[config.mk]
export PLATFORM = sky130hd
export DESIGN_NAME = uart_rx
export DESIGN_NICKNAME = d
export VERILOG_FILES = /design/src/rtl/uart_rx.sv
export SDC_FILE = /design/constraint.sdc
export NUM_CORES = 1
export LEC_CHECK = 0
export BUFFER_PORTS_ARGS = -buffer_cell sky130_fd_sc_hd__buf_2
export CAP_MARGIN = 20
export CORE_MARGIN = 2
export CORE_UTILIZATION = 35
export CTS_CLUSTER_DIAMETER = 120
export DETAILED_ROUTE_END_ITERATION = 12
export HOLD_SLACK_MARGIN = 0.12
export PLACE_DENSITY_LB_ADDON = 0.2
export REMOVE_ABC_BUFFERS = 1
export SYNTH_ARGS = -nofsm -noshare
export SYNTH_HDL_FRONTEND = slang
export SYNTH_SLANG_ARGS = --single-unit
[constraint.sdc]
create_clock -name clk_in -period 5.75 [get_ports clk_in]
set_clock_uncertainty 0.1 [all_clocks]
set_input_delay 1.15 -clock clk_in [delete_from_list [all_inputs] [get_ports clk_in]]
set_output_delay 1.15 -clock clk_in [all_outputs]
set_load 0.01 [all_outputs]
[src/rtl/uart_rx.sv]
// 8N1 UART receiver: 2-flop synchronizer, OVERSAMPLE ticks per bit, 3-sample
// majority vote at mid-bit, one-cycle completion / framing-error pulses.
module uart_rx #(
    parameter int OVERSAMPLE = 16
) (
    input  logic       clk_in,
    input  logic       rst,
    input  logic       rx_en,
    input  logic       rx_serial_data,
    output logic [7:0] rx_data,
    output logic       rx_finish,
    output logic       rx_frame_err,
    output logic       rx_busy
);

    localparam int CW = $clog2(OVERSAMPLE);
    localparam logic [CW-1:0] S_FIRST = CW'(OVERSAMPLE / 2 - 1);
    localparam logic [CW-1:0] S_MID   = CW'(OVERSAMPLE / 2);
    localparam logic [CW-1:0] S_DEC   = CW'(OVERSAMPLE / 2 + 1);
    localparam logic [CW-1:0] S_LAST  = CW'(OVERSAMPLE - 1);

    typedef enum logic [2:0] {
        IDLE  = 3'd0,
        START = 3'd1,
        DATA  = 3'd2,
        STOP  = 3'd3,
        BRK   = 3'd4
    } state_t;

    function automatic logic majority3(input logic a, input logic b, input logic c);
        return (a & b) | (a & c) | (b & c);
    endfunction

    logic [1:0]    sync_r;
    state_t        state_r;
    logic [CW-1:0] s_cnt_r;
    logic [2:0]    b_cnt_r;
    logic [7:0]    shift_r;
    logic [1:0]    samp_r;
    logic          rxs_s;
    logic          vote_s;
    logic [CW-1:0] s_next_s;

    assign rxs_s    = sync_r[1];
    assign vote_s   = majority3(samp_r[1], samp_r[0], rxs_s);
    assign s_next_s = (s_cnt_r == S_LAST) ? {CW{1'b0}} : s_cnt_r + CW'(1);

    // Two-flop synchronizer for the asynchronous line; idles high out of reset.
    always_ff @(posedge clk_in) begin
        if (rst) begin
            sync_r <= 2'b11;
        end else begin
            sync_r <= {sync_r[0], rx_serial_data};
        end
    end

    // Frame state machine; pulses clear every cycle, everything else moves on ticks only.
    always_ff @(posedge clk_in) begin
        if (rst) begin
            state_r      <= IDLE;
            s_cnt_r      <= {CW{1'b0}};
            b_cnt_r      <= 3'd0;
            shift_r      <= 8'h00;
            samp_r       <= 2'b00;
            rx_data      <= 8'h00;
            rx_finish    <= 1'b0;
            rx_frame_err <= 1'b0;
            rx_busy      <= 1'b0;
        end else begin
            rx_finish    <= 1'b0;
            rx_frame_err <= 1'b0;
            if (rx_en) begin
                if ((s_cnt_r == S_FIRST) || (s_cnt_r == S_MID)) begin
                    samp_r <= {samp_r[0], rxs_s};
                end
                case (state_r)
                    IDLE: begin
                        if (!rxs_s) begin
                            state_r <= START;
                            s_cnt_r <= CW'(1);
                            rx_busy <= 1'b1;
                        end
                    end
                    START: begin
                        s_cnt_r <= s_next_s;
                        if ((s_cnt_r == S_DEC) && vote_s) begin
                            state_r <= IDLE;
                            s_cnt_r <= {CW{1'b0}};
                            rx_busy <= 1'b0;
                        end else if (s_cnt_r == S_LAST) begin
                            state_r <= DATA;
                            b_cnt_r <= 3'd0;
                        end
                    end
                    DATA: begin
                        s_cnt_r <= s_next_s;
                        if (s_cnt_r == S_DEC) begin
                            shift_r <= {vote_s, shift_r[7:1]};
                        end
                        if (s_cnt_r == S_LAST) begin
                            if (b_cnt_r == 3'd7) begin
                                state_r <= STOP;
                            end else begin
                                b_cnt_r <= b_cnt_r + 3'd1;
                            end
                        end
                    end
                    STOP: begin
                        s_cnt_r <= s_next_s;
                        // Leave at mid-stop-bit so an early next start edge is still caught.
                        if (s_cnt_r == S_DEC) begin
                            s_cnt_r <= {CW{1'b0}};
                            if (vote_s) begin
                                rx_data   <= shift_r;
                                rx_finish <= 1'b1;
                                state_r   <= IDLE;
                                rx_busy   <= 1'b0;
                            end else begin
                                rx_frame_err <= 1'b1;
                                state_r      <= BRK;
                            end
                        end
                    end
                    BRK: begin
                        if (rxs_s) begin
                            state_r <= IDLE;
                            rx_busy <= 1'b0;
                        end
                    end
                    default: begin
                        state_r <= IDLE;
                        s_cnt_r <= {CW{1'b0}};
                        rx_busy <= 1'b0;
                    end
                endcase
            end
        end
    end

endmodule

==> run summary, run 1 <==
Result of the run: completed
IR drop worst, VDD: 0.177 mV
Final-layout fill cell count: 445
Leakage Power: 0.814 nW
Final setup violation count: 0
Quantity of hold-fixing buffers added after cts: 0
Sequential cell area fraction in the yosys report: 42.2%
Post-detailed-route via-to-cell ratio: 5.10
Overall overflow remaining after global route: 0
Worst setup EP type: flop
Dpl cell area: 0.00165 mm2
Initial Util: 36.2%
Total number of nets in the final design: 181
Post-Synthesis Mean Instance Area: 9.78 um2
Die area: 0.00502 mm2
Count of vias placed by the detailed router: 1147
First-pass GRT wire length: 4.86 mm
Number of top-level design ports: 15
Cell at the root of the clock tree: sky130_fd_sc_hd__clkbuf_8
Final critical path time including I/O delays and setup: 2.20 ns
Count of inserted antenna diode cells: 0
Fraction of synthesized area in multiplexers: 14.2%
Antenna violations before repair: 0
Area overhead of the layout relative to synthesis: 13.1%
Max Buffers Root-to-Sink: 2
Area fraction in and, or, nand and nor cells after synthesis: 21.7%
Number of clock sinks: 33
Main flop type after synthesis: sky130_fd_sc_hd__dfxtp_1
Unrepaired setup endpoints after global routing: no
DR iter-0 viols: 20
Tot GR Track Use: 12.1%
FFs w/ async S/R, synth: 0%
Tightest Hold Check Type: flop to flop
Final RePlAce weighted congestion: 0.754
Later-pin clock latency in the skew report: 0.28 ns
Required time at the worst-slack endpoint: 5.80 ns
Synth cell types: 44
Via count of the first global-routing pass: 1045
X dimension of the die: 70.9 um
Pin count of the biggest net entering global routing: 35
Max-slew headroom: 60.9%
Grt met3 use: 5.70%
Area share of fa/ha/maj cells after synthesis: 4.64%
First-pass iteration count of the detailed router: 4
Number of CTS-inserted buffers: 5
TritonCTS clock tree: done
DPL Wire Length: 1.98 mm
Routed wire per std cell: 12.5 um
Fraction of final layout cells with drive strength greater than 1: 20.2%
Post-route DRC violation count: 0
Fmax: 0.455 GHz
Startpoint-to-endpoint class of the critical path: input pin to flop
Number of setup buffers added after CTS: 0
Cell area after synthesis: 0.00157 mm2
M1 GR Usage: 15.9%
Largest family of logic cells by synthesized area: simple AND/OR/NAND/NOR gates
Cells after Synth: 160
XOR/XNOR Fraction of Synth Area: 0.560%
Final antenna-violating net count: 0
# Max-Cap Violations: 0
Hold Fails Final Rpt: 0
Count of pins over their slew limit: 0
Met2 usage in global routing: 17.8%
Core outline area: 0.00432 mm2
Post-synth EDFFs: 0
GRT busiest layer: met2
Routed Wire Length: 2.82 mm
Slew at the pin closest to its max-slew limit: 0.587 ns
Worst endpoint data arrival time: 2.25 ns
Pwr/cell area: 272 mW/mm2
Setup TNS: 0 ns
Post-CTS clock slew at the launch and capture registers of the worst setup and hold paths: 0.07 ns
Chip height: 70.9 um
Kind of launch point of the worst setup path: input pin
Synth warn: 0
Cells resized by post-CTS repair: 0
Std-Cell Rows: 24
Final Instance Area: 0.00177 mm2
Max FO, Critical Path: 9
Maximum level of the CTS H-tree: 2
Period Utilization, post-route: 38.2%
Synth Area in Compound Gates: 12.0%
Port Buffers: 14
Synthesized flop and latch total: 33
-- cell usage after synthesis, drive strengths merged, types with 4 or more instances --
master,instances,share of area (%)
a21oi,4,1.5
dfxtp,33,42
inv,6,1.4
mux2i,20,13
a211oi,4,2.2
nand2,6,1.4
nand3,7,2.9
buf,6,2.5
nor2,25,6.2
ha,5,4.0
-- cell families (layout without fill, tap and decap cells) --
group           count (synthesis)  in the layout
buf+inv                        15             28
flops                          33             33
simple gates                   61             61
fa+ha+maj                       6              6
mux                            22             22
xor+xnor                        1              1
compound gates                 22             22
-- state kept, by name, indices dropped and copies added, names as in the netlist --
signal / cells
b_cnt_r: 3
rx_busy: 1
rx_data: 8
rx_finish: 1
rx_frame_err: 1
s_cnt_r: 4
samp_r: 2
shift_r: 8
state_r: 3
sync_r: 2
-- cell type report --
type	count	area, um2	area share, %
Timing Repair Buffer	14	70.1	3.96
Clock buffer	6	82.6	4.66
Multi-Input combinational cell	112	832	47.0
Inverter	6	22.5	1.27
Sequential cell	33	661	37.3
Clock inverter	2	37.5	2.12
Tap cell	52	65.1	3.67
-- per-layer routing --
layer	vias up	share of wire, %
li1	593	-
met1	529	51
met2	19	43
met3	6	4.8
met4	0	1.2
met5	-	0
-- cell usage in the layout, fill, tap and decap left out, types with 3 or more instances in the layout --
cell	synthesis	layout
sky130_fd_sc_hd__inv_1	6	6
sky130_fd_sc_hd__nand3_1	5	5
sky130_fd_sc_hd__clkbuf_8	0	6
sky130_fd_sc_hd__dfxtp_1	33	33
sky130_fd_sc_hd__mux2i_1	20	20
sky130_fd_sc_hd__a211oi_1	3	3
sky130_fd_sc_hd__and3b_1	3	3
sky130_fd_sc_hd__buf_2	4	14
sky130_fd_sc_hd__nor2_1	24	24
sky130_fd_sc_hd__a31oi_1	3	3
sky130_fd_sc_hd__a21oi_1	3	3
sky130_fd_sc_hd__ha_1	5	5
sky130_fd_sc_hd__nor3_1	3	3
sky130_fd_sc_hd__nand2_1	6	6
-- worst paths after layout --
check / cells after the start / slack [ns] / end / startpoint
worst min register to register: 1 / 0.31 / sync_r[1] / sync_r[0]
worst min-delay path: 1 / 0.31 / sync_r[1] / sync_r[0]
worst max register to register: 5 / 3.66 / state_r[2] / s_cnt_r[0]
worst max-delay path: 5 / 3.55 / rx_data[6] / rx_en
-- power by group --
group	switching [mW]	internal (mW)	total [mW]
sequential	0.00461	0.231	0.236
clock	0.0812	0.141	0.222
combinational	0.0144	0.00975	0.0241
-- stage by stage --
step | cells | hold WS [ns] | utilization, % | total power [mW] | worst slack, ns
2_1_floorplan | 151 | 0.289 | - | 0.255 | 3.62
3_3_place_gp | 217 | 0.292 | 38.2 | 0.264 | 3.23
3_5_place_dp | 217 | 0.297 | 38.2 | 0.265 | 3.23
4_1_cts | 225 | 0.318 | 40.9 | 0.489 | 3.53
5_1_grt | 225 | 0.331 | 40.9 | 0.506 | 3.44
6_report | 225 | 0.314 | 40.9 | 0.482 | 3.55
-- critical path: stages --
cell and delay (ns):
sky130_fd_sc_hd__buf_2 0.16, sky130_fd_sc_hd__and4b_1 0.20, sky130_fd_sc_hd__nand3_1 0.39, sky130_fd_sc_hd__mux2i_1 0.29
sky130_fd_sc_hd__nor2_1 0.06
(Power assumes the default switching activity.)
==> inputs of run 2 (changes only) <==
- clock period: 5.75 -> 2 ns (I/O delays scaled with it)
==> run 2 against run 1 <==
Effect of this change: global-route usage increased by 1.4 points; clock power increased to 2.9 times the previous value; worst setup slack got worse by 3.5 ns; critical endpoint is now state_r[2]; largest power group unchanged.
==> run summary, run 2 (synthesis results as in run 1) <==
Final Instance Area: 0.00188 mm2 (was 0.00177 mm2)
IR drop worst, VDD: 0.399 mV (was 0.177 mV)
# Max-Cap Violations: 0 (unchanged)
Tightest Hold Check Type: input pin to flop (was flop to flop)
Required time at the worst-slack endpoint: 2.07 ns (was 5.80 ns)
First-pass iteration count of the detailed router: 4 (unchanged)
Origin of the critical flop-to-flop path: b_cnt_r[0] (was s_cnt_r[0])
Fmax: 0.519 GHz
Routed Wire Length: 3.07 mm (was 2.82 mm)
Number of setup buffers added after CTS: 0 (unchanged)
Post-detailed-route via-to-cell ratio: 5.04 (was 5.10)
Final standard cell utilization of the core: 43.4% (was 40.9%)
Count of vias placed by the detailed router: 1184 (was 1147)
Overall power consumption: 1.41 mW (was 0.482 mW)
Startpoint-to-endpoint class of the critical path: flop to flop (was input pin to flop)
Std-Cell Rows: 24 (unchanged)
Worst setup EP type: flop (unchanged)
Critical Path, Cell by Cell: ha_1 -> ha_1 -> or4b_4 -> o21ai_2 -> a211oi_4 -> mux2_1 (was buf_2 -> and4b_1 -> nand3_1 -> mux2i_1 -> nor2_1)
Tot GR Track Use: 13.5% (was 12.1%)
Pwr/cell area: 752 mW/mm2 (was 272 mW/mm2)
Overall overflow remaining after global route: 0 (unchanged)
Via count of the first global-routing pass: 1182 (was 1045)
Maximum level of the CTS H-tree: 2 (unchanged)
Final non-filler cell total: 235 (was 225)
Most frequent cells in the layout: sky130_fd_sc_hd__dfxtp_1 (31), sky130_fd_sc_hd__nor2_1 (24), sky130_fd_sc_hd__mux2i_1 (20) (was sky130_fd_sc_hd__dfxtp_1 (33), sky130_fd_sc_hd__nor2_1 (24), sky130_fd_sc_hd__mux2i_1 (20))
Max-slew headroom: 65.6% (was 60.9%)
Final RePlAce weighted congestion: 0.897 (was 0.754)
Met2 usage in global routing: 20.8% (was 17.8%)
Fraction of final layout cells with drive strength greater than 1: 27.3% (was 20.2%)
Count of inserted antenna diode cells: 0 (unchanged)
M1 GR Usage: 17.8% (was 15.9%)
GRT busiest layer: met2 (unchanged)
Antenna violations before repair: 0 (unchanged)
Setup TNS: 0 ns (unchanged)
Number of clock sinks: 33 (unchanged)
Cell at the slowest stage of the critical path: sky130_fd_sc_hd__or4b_4 (was sky130_fd_sc_hd__nand3_1)
Later-pin clock latency in the skew report: 0.28 ns (about the same)
Pin count of the biggest net entering global routing: 17 (was 35)
Routed wire per std cell: 13.0 um (was 12.5 um)
Grt met3 use: 4.56% (was 5.70%)
Max Buffers Root-to-Sink: 2 (unchanged)
Post-route DRC violation count: 0 (unchanged)
Kind of launch point of the worst setup path: flop (was input pin)
Inst Count DP: 227 (was 217)
DPL Wire Length: 2.22 mm (was 1.98 mm)
Quantity of hold-fixing buffers added after cts: 0 (unchanged)
Slack of the worst reg-to-reg path: 0.07 ns (was 3.66 ns)
Count of pins over their slew limit: 0 (unchanged)
Slowest stage delay, CP: 0.51 ns (was 0.39 ns)
Leakage Power: 0.874 nW (was 0.814 nW)
First-pass GRT wire length: 5.46 mm (was 4.86 mm)
Final setup violation count: 0 (unchanged)
Setup ws final: 0.0738 ns (was 3.55 ns)
Area overhead of the layout relative to synthesis: 19.8% (was 13.1%)
DR iter-0 viols: 102 (was 20)
Cells resized by post-CTS repair: 0 (unchanged)
Pre-CTS setup slack: 0.0302 ns (was 3.23 ns)
Unrepaired setup endpoints after global routing: yes (was no)
Final antenna-violating net count: 0 (unchanged)
CP startpoint: b_cnt_r[0] (was rx_en)
Launch point of the worst hold path: rx_serial_data (was sync_r[0])
Dpl cell area: 0.00173 mm2 (was 0.00165 mm2)
Core outline area: 0.00432 mm2 (unchanged)
Chip height: 70.9 um (unchanged)
X dimension of the die: 70.9 um (unchanged)
Total number of nets in the final design: 191 (was 181)
Final critical path time including I/O delays and setup: 1.93 ns
Result of the run: completed (unchanged)
Port Buffers: 14 (unchanged)
Slew at the pin closest to its max-slew limit: 0.513 ns (was 0.587 ns)
Commonest non-fill, non-tap cell in the layout: sky130_fd_sc_hd__dfxtp_1 (unchanged)
Number of CTS-inserted buffers: 5 (unchanged)
Number of top-level design ports: 15 (unchanged)
Post-CTS clock slew at the launch and capture registers of the worst setup and hold paths: 0.07 ns (about the same)
Period Utilization, post-route: 96.3%
Cell at the root of the clock tree: sky130_fd_sc_hd__clkbuf_8 (unchanged)
Minimum hold slack: 0.199 ns (was 0.314 ns)
Top Registers: rx_data (8), shift_r (8), s_cnt_r (4) (unchanged)
Worst endpoint data arrival time: 1.99 ns (was 2.25 ns)
TritonCTS clock tree: done (unchanged)
Max FO, Critical Path: 4 (was 9)
CP dominant cell by count: sky130_fd_sc_hd__ha_1
Die area: 0.00502 mm2 (unchanged)
Initial Util: 36.2% (unchanged)
Final-layout fill cell count: 441 (was 445)
Hold Fails Final Rpt: 0 (unchanged)
==> run 2: layer usage <==
metal  wire length [um]  up-vias
met5                  0        -
met2               1410       19
met4                 17        0
met1               1530      552
met3                107        2
li1                   -      611
==> run 2: report_power, final <==
part	internal, mW	total, mW	leakage (nW)	switching, mW
combinational	0.0360	0.0859	0.548	0.0499
sequential	0.665	0.675	0.267	0.0103
clock	0.406	0.648	0.0585	0.242
total	1.11	1.41	0.874	0.302
==> run 2: path summary, 6_finish.rpt <==
kind,to,cells after the start
max,state_r[2],6
min,sync_r[0],2
max reg2reg,state_r[2],6
min reg2reg,sync_r[1],1
==> run 2: area by class of cell <==
class                   instances  area (um2)  area share [%]
multi-input cells             112         863            46.0
flip-flops and latches         33         663            35.4
repair buffers                 24         145            7.74
clock buffers                   7        86.3            4.60
well taps                      52        65.1            3.47
clock inverters                 1        30.0            1.60
inverters                       6        22.5            1.20
==> run 2: critical path, delay by kind of cell, from the launching register on <==
kind | cells | cell delay, ns
flops | 1 | 0.33
fa+ha+maj | 2 | 0.37
compound gates | 2 | 0.18
simple gates | 1 | 0.51
mux | 1 | 0.33
==> inputs of run 3 (changes only) <==
- CELL_PAD_IN_SITES_DETAIL_PLACEMENT: not set -> 0
- CELL_PAD_IN_SITES_GLOBAL_PLACEMENT: not set -> 2
- CORE_UTILIZATION: 35 -> 33
==> run 3 against run 2 <==
Effect of this change: clock power rose by 15%; sequential power barely moved; global-route usage fell by 0.15 points; register-to-register slack barely moved; via count rose by 5.0%; maximum frequency fell by 0.43%; flip-flop and latch count did not move; highest routed layer unchanged.
==> run summary, run 3 (synthesis results as in run 1) <==
Worst endpoint data arrival time: 2.00 ns (was 1.99 ns)
Routed Wire Length: 3.28 mm (was 3.07 mm)
Pre-CTS setup slack: 0.0285 ns (was 0.0302 ns)
Port Buffers: 14 (unchanged)
Number of top-level design ports: 15 (unchanged)
Leakage Power: 0.894 nW (was 0.874 nW)
Overall overflow remaining after global route: 0 (unchanged)
TritonCTS clock tree: done (unchanged)
Period Utilization, post-route: 96.7% (was 96.3%)
Count of pins over their slew limit: 0 (unchanged)
Required time at the worst-slack endpoint: 2.07 ns (about the same)
CP startpoint: b_cnt_r[0] (unchanged)
Fraction of power consumed by combinational cells: 5.8% (was 6.1%)
Area overhead of the layout relative to synthesis: 22.5% (was 19.8%)
Slowest stage delay, CP: 0.51 ns (about the same)
Max Buffers Root-to-Sink: 2 (unchanged)
Result of the run: completed (unchanged)
Die area: 0.00531 mm2 (was 0.00502 mm2)
Number of CTS-inserted buffers: 5 (unchanged)
Max-slew headroom: 63.0% (was 65.6%)
Internal power summed over all cells: 1.20 mW (was 1.11 mW)
Number of clock sinks: 33 (unchanged)
Slew at the pin closest to its max-slew limit: 0.551 ns (was 0.513 ns)
Count of vias placed by the detailed router: 1243 (was 1184)
Origin of the critical flop-to-flop path: b_cnt_r[0] (unchanged)
Post-CTS clock slew at the launch and capture registers of the worst setup and hold paths: 0.07 ns (about the same)
Count of inserted antenna diode cells: 0 (unchanged)
Launch point of the worst hold path: rx_serial_data (unchanged)
Worst setup EP type: flop (unchanged)
Final antenna-violating net count: 0 (unchanged)
Pwr/cell area: 785 mW/mm2 (was 752 mW/mm2)
IR drop worst, VDD: 0.362 mV (was 0.399 mV)
Antenna violations before repair: 0 (unchanged)
Initial Util: 33.6% (was 36.2%)
Later-pin clock latency in the skew report: 0.28 ns (about the same)
Most frequent cells in the layout: sky130_fd_sc_hd__dfxtp_1 (31), sky130_fd_sc_hd__nor2_1 (24), sky130_fd_sc_hd__mux2i_1 (20) (unchanged)
Kind of launch point of the worst setup path: flop (unchanged)
Std-Cell Rows: 25 (was 24)
First-pass GRT wire length: 5.49 mm (was 5.46 mm)
CP dominant cell by count: sky130_fd_sc_hd__ha_1 (unchanged)
Switching power: 0.310 mW (was 0.302 mW)
Fmax: 0.517 GHz (was 0.519 GHz)
Final critical path time including I/O delays and setup: 1.93 ns (about the same)
First-pass iteration count of the detailed router: 4 (unchanged)
Hold Fails Final Rpt: 0 (unchanged)
Pin count of the biggest net entering global routing: 16 (was 17)
Chip height: 72.9 um (was 70.9 um)
Register share of total power: 44.8% (was 47.9%)
Fraction of final layout cells with drive strength greater than 1: 28.6% (was 27.3%)
Family with the most delay on the worst path: simple AND/OR/NAND/NOR gates (unchanged)
Max FO, Critical Path: 4 (unchanged)
Number of buffers and inverters on the critical path: 0 (unchanged)
Fraction of power spent switching nets: 20.6% (was 21.5%)
Final RePlAce weighted congestion: 0.854 (was 0.897)
Fraction of power consumed by the clock network: 49.4% (was 46.0%)
Via count of the first global-routing pass: 1163 (was 1182)
# Max-Cap Violations: 0 (unchanged)
Post-detailed-route via-to-cell ratio: 5.20 (was 5.04)
Maximum level of the CTS H-tree: 2 (unchanged)
Total number of nets in the final design: 193 (was 191)
Startpoint-to-endpoint class of the critical path: flop to flop (unchanged)
Setup ws final: 0.0655 ns (was 0.0738 ns)
DPL Wire Length: 2.34 mm (was 2.22 mm)
Final setup violation count: 0 (unchanged)
Final-layout fill cell count: 452 (was 441)
Cell at the slowest stage of the critical path: sky130_fd_sc_hd__or4b_4 (unchanged)
Core outline area: 0.00466 mm2 (was 0.00432 mm2)
DR iter-0 viols: 80 (was 102)
Overall power consumption: 1.51 mW (was 1.41 mW)
Routed wire per std cell: 13.7 um (was 13.0 um)
Critical Path, Cell by Cell: ha_1 -> ha_1 -> or4b_4 -> o21ai_2 -> a211oi_4 -> mux2_1 (unchanged)
Top Registers: rx_data (8), shift_r (8), s_cnt_r (4) (unchanged)
Commonest non-fill, non-tap cell in the layout: sky130_fd_sc_hd__dfxtp_1 (unchanged)
Post-route DRC violation count: 0 (unchanged)
Tot GR Track Use: 13.4% (was 13.5%)
Tightest Hold Check Type: input pin to flop (unchanged)
Cell at the root of the clock tree: sky130_fd_sc_hd__clkbuf_8 (unchanged)
X dimension of the die: 72.9 um (was 70.9 um)
run 3: path summary, 6_finish.rpt:
check / to / cells past startpoint / slack (ns)
max: state_r[2] / 6 / 0.07
min: sync_r[0] / 2 / 0.19
max reg2reg: state_r[2] / 6 / 0.07
min reg2reg: sync_r[1] / 1 / 0.32
run 3: per-layer routing:
metal | up-vias | wire (um) | global-route usage, %
met5 | - | 0 | 0
met4 | 0 | 63 | 4.94
met3 | 7 | 159 | 4.14
met2 | 26 | 1480 | 19.9
met1 | 592 | 1570 | 18.3
li1 | 618 | - | -
run 3: repair_timing:
| item | in CTS | in global routing |
|---|---|---|
| buffers inserted | 0 | 1 |
| hold buffers | 0 | 0 |
| pin swaps | 0 | 3 |
| setup endpoints to repair | 1 | 6 |
| gates resized for setup | 0 | 9 |
| endpoints found under the hold margin | 0 | 0 |
run 3: cell type report:
class	instances	area, um2	share of cell area, %
clock buffer	5	68.8	3.59
clock inverter	3	65.1	3.39
tap	54	67.6	3.52
multi-input combinational	112	871	45.4
inverter	6	22.5	1.17
sequential	33	663	34.6
timing repair buffer	26	160	8.35
run 3: stage by stage:
stage	hold WS, ns	util (%)	instances	cell area, um2	TNS [ns]
floorplan	0.289	-	151	1520	0
global placement	0.295	37.2	230	1740	0
detailed placement	0.312	37.2	230	1740	0
CTS	0.184	40.1	238	1870	-0.000160
global route	0.185	41.2	239	1920	-0.0301
finish	0.195	41.2	239	1920	0
run 3: power by group through the flow:
stage	logic [mW]	clock network, mW	registers (mW)
after floorplan	0.0441	0	0.690
after global placement	0.0804	0	0.690
after detailed placement	0.0814	0	0.690
after CTS	0.0816	0.765	0.674
after global routing	0.0974	0.795	0.677
final	0.0875	0.744	0.675
run 3: worst register-to-register path, cell delays in order (launching register included):
cell and delay [ns]:
sky130_fd_sc_hd__dfxtp_1 0.33, sky130_fd_sc_hd__ha_1 0.20, sky130_fd_sc_hd__ha_1 0.17, sky130_fd_sc_hd__or4b_4 0.51, sky130_fd_sc_hd__o21ai_2 0.11, sky130_fd_sc_hd__a211oi_4 0.08
sky130_fd_sc_hd__mux2_1 0.33
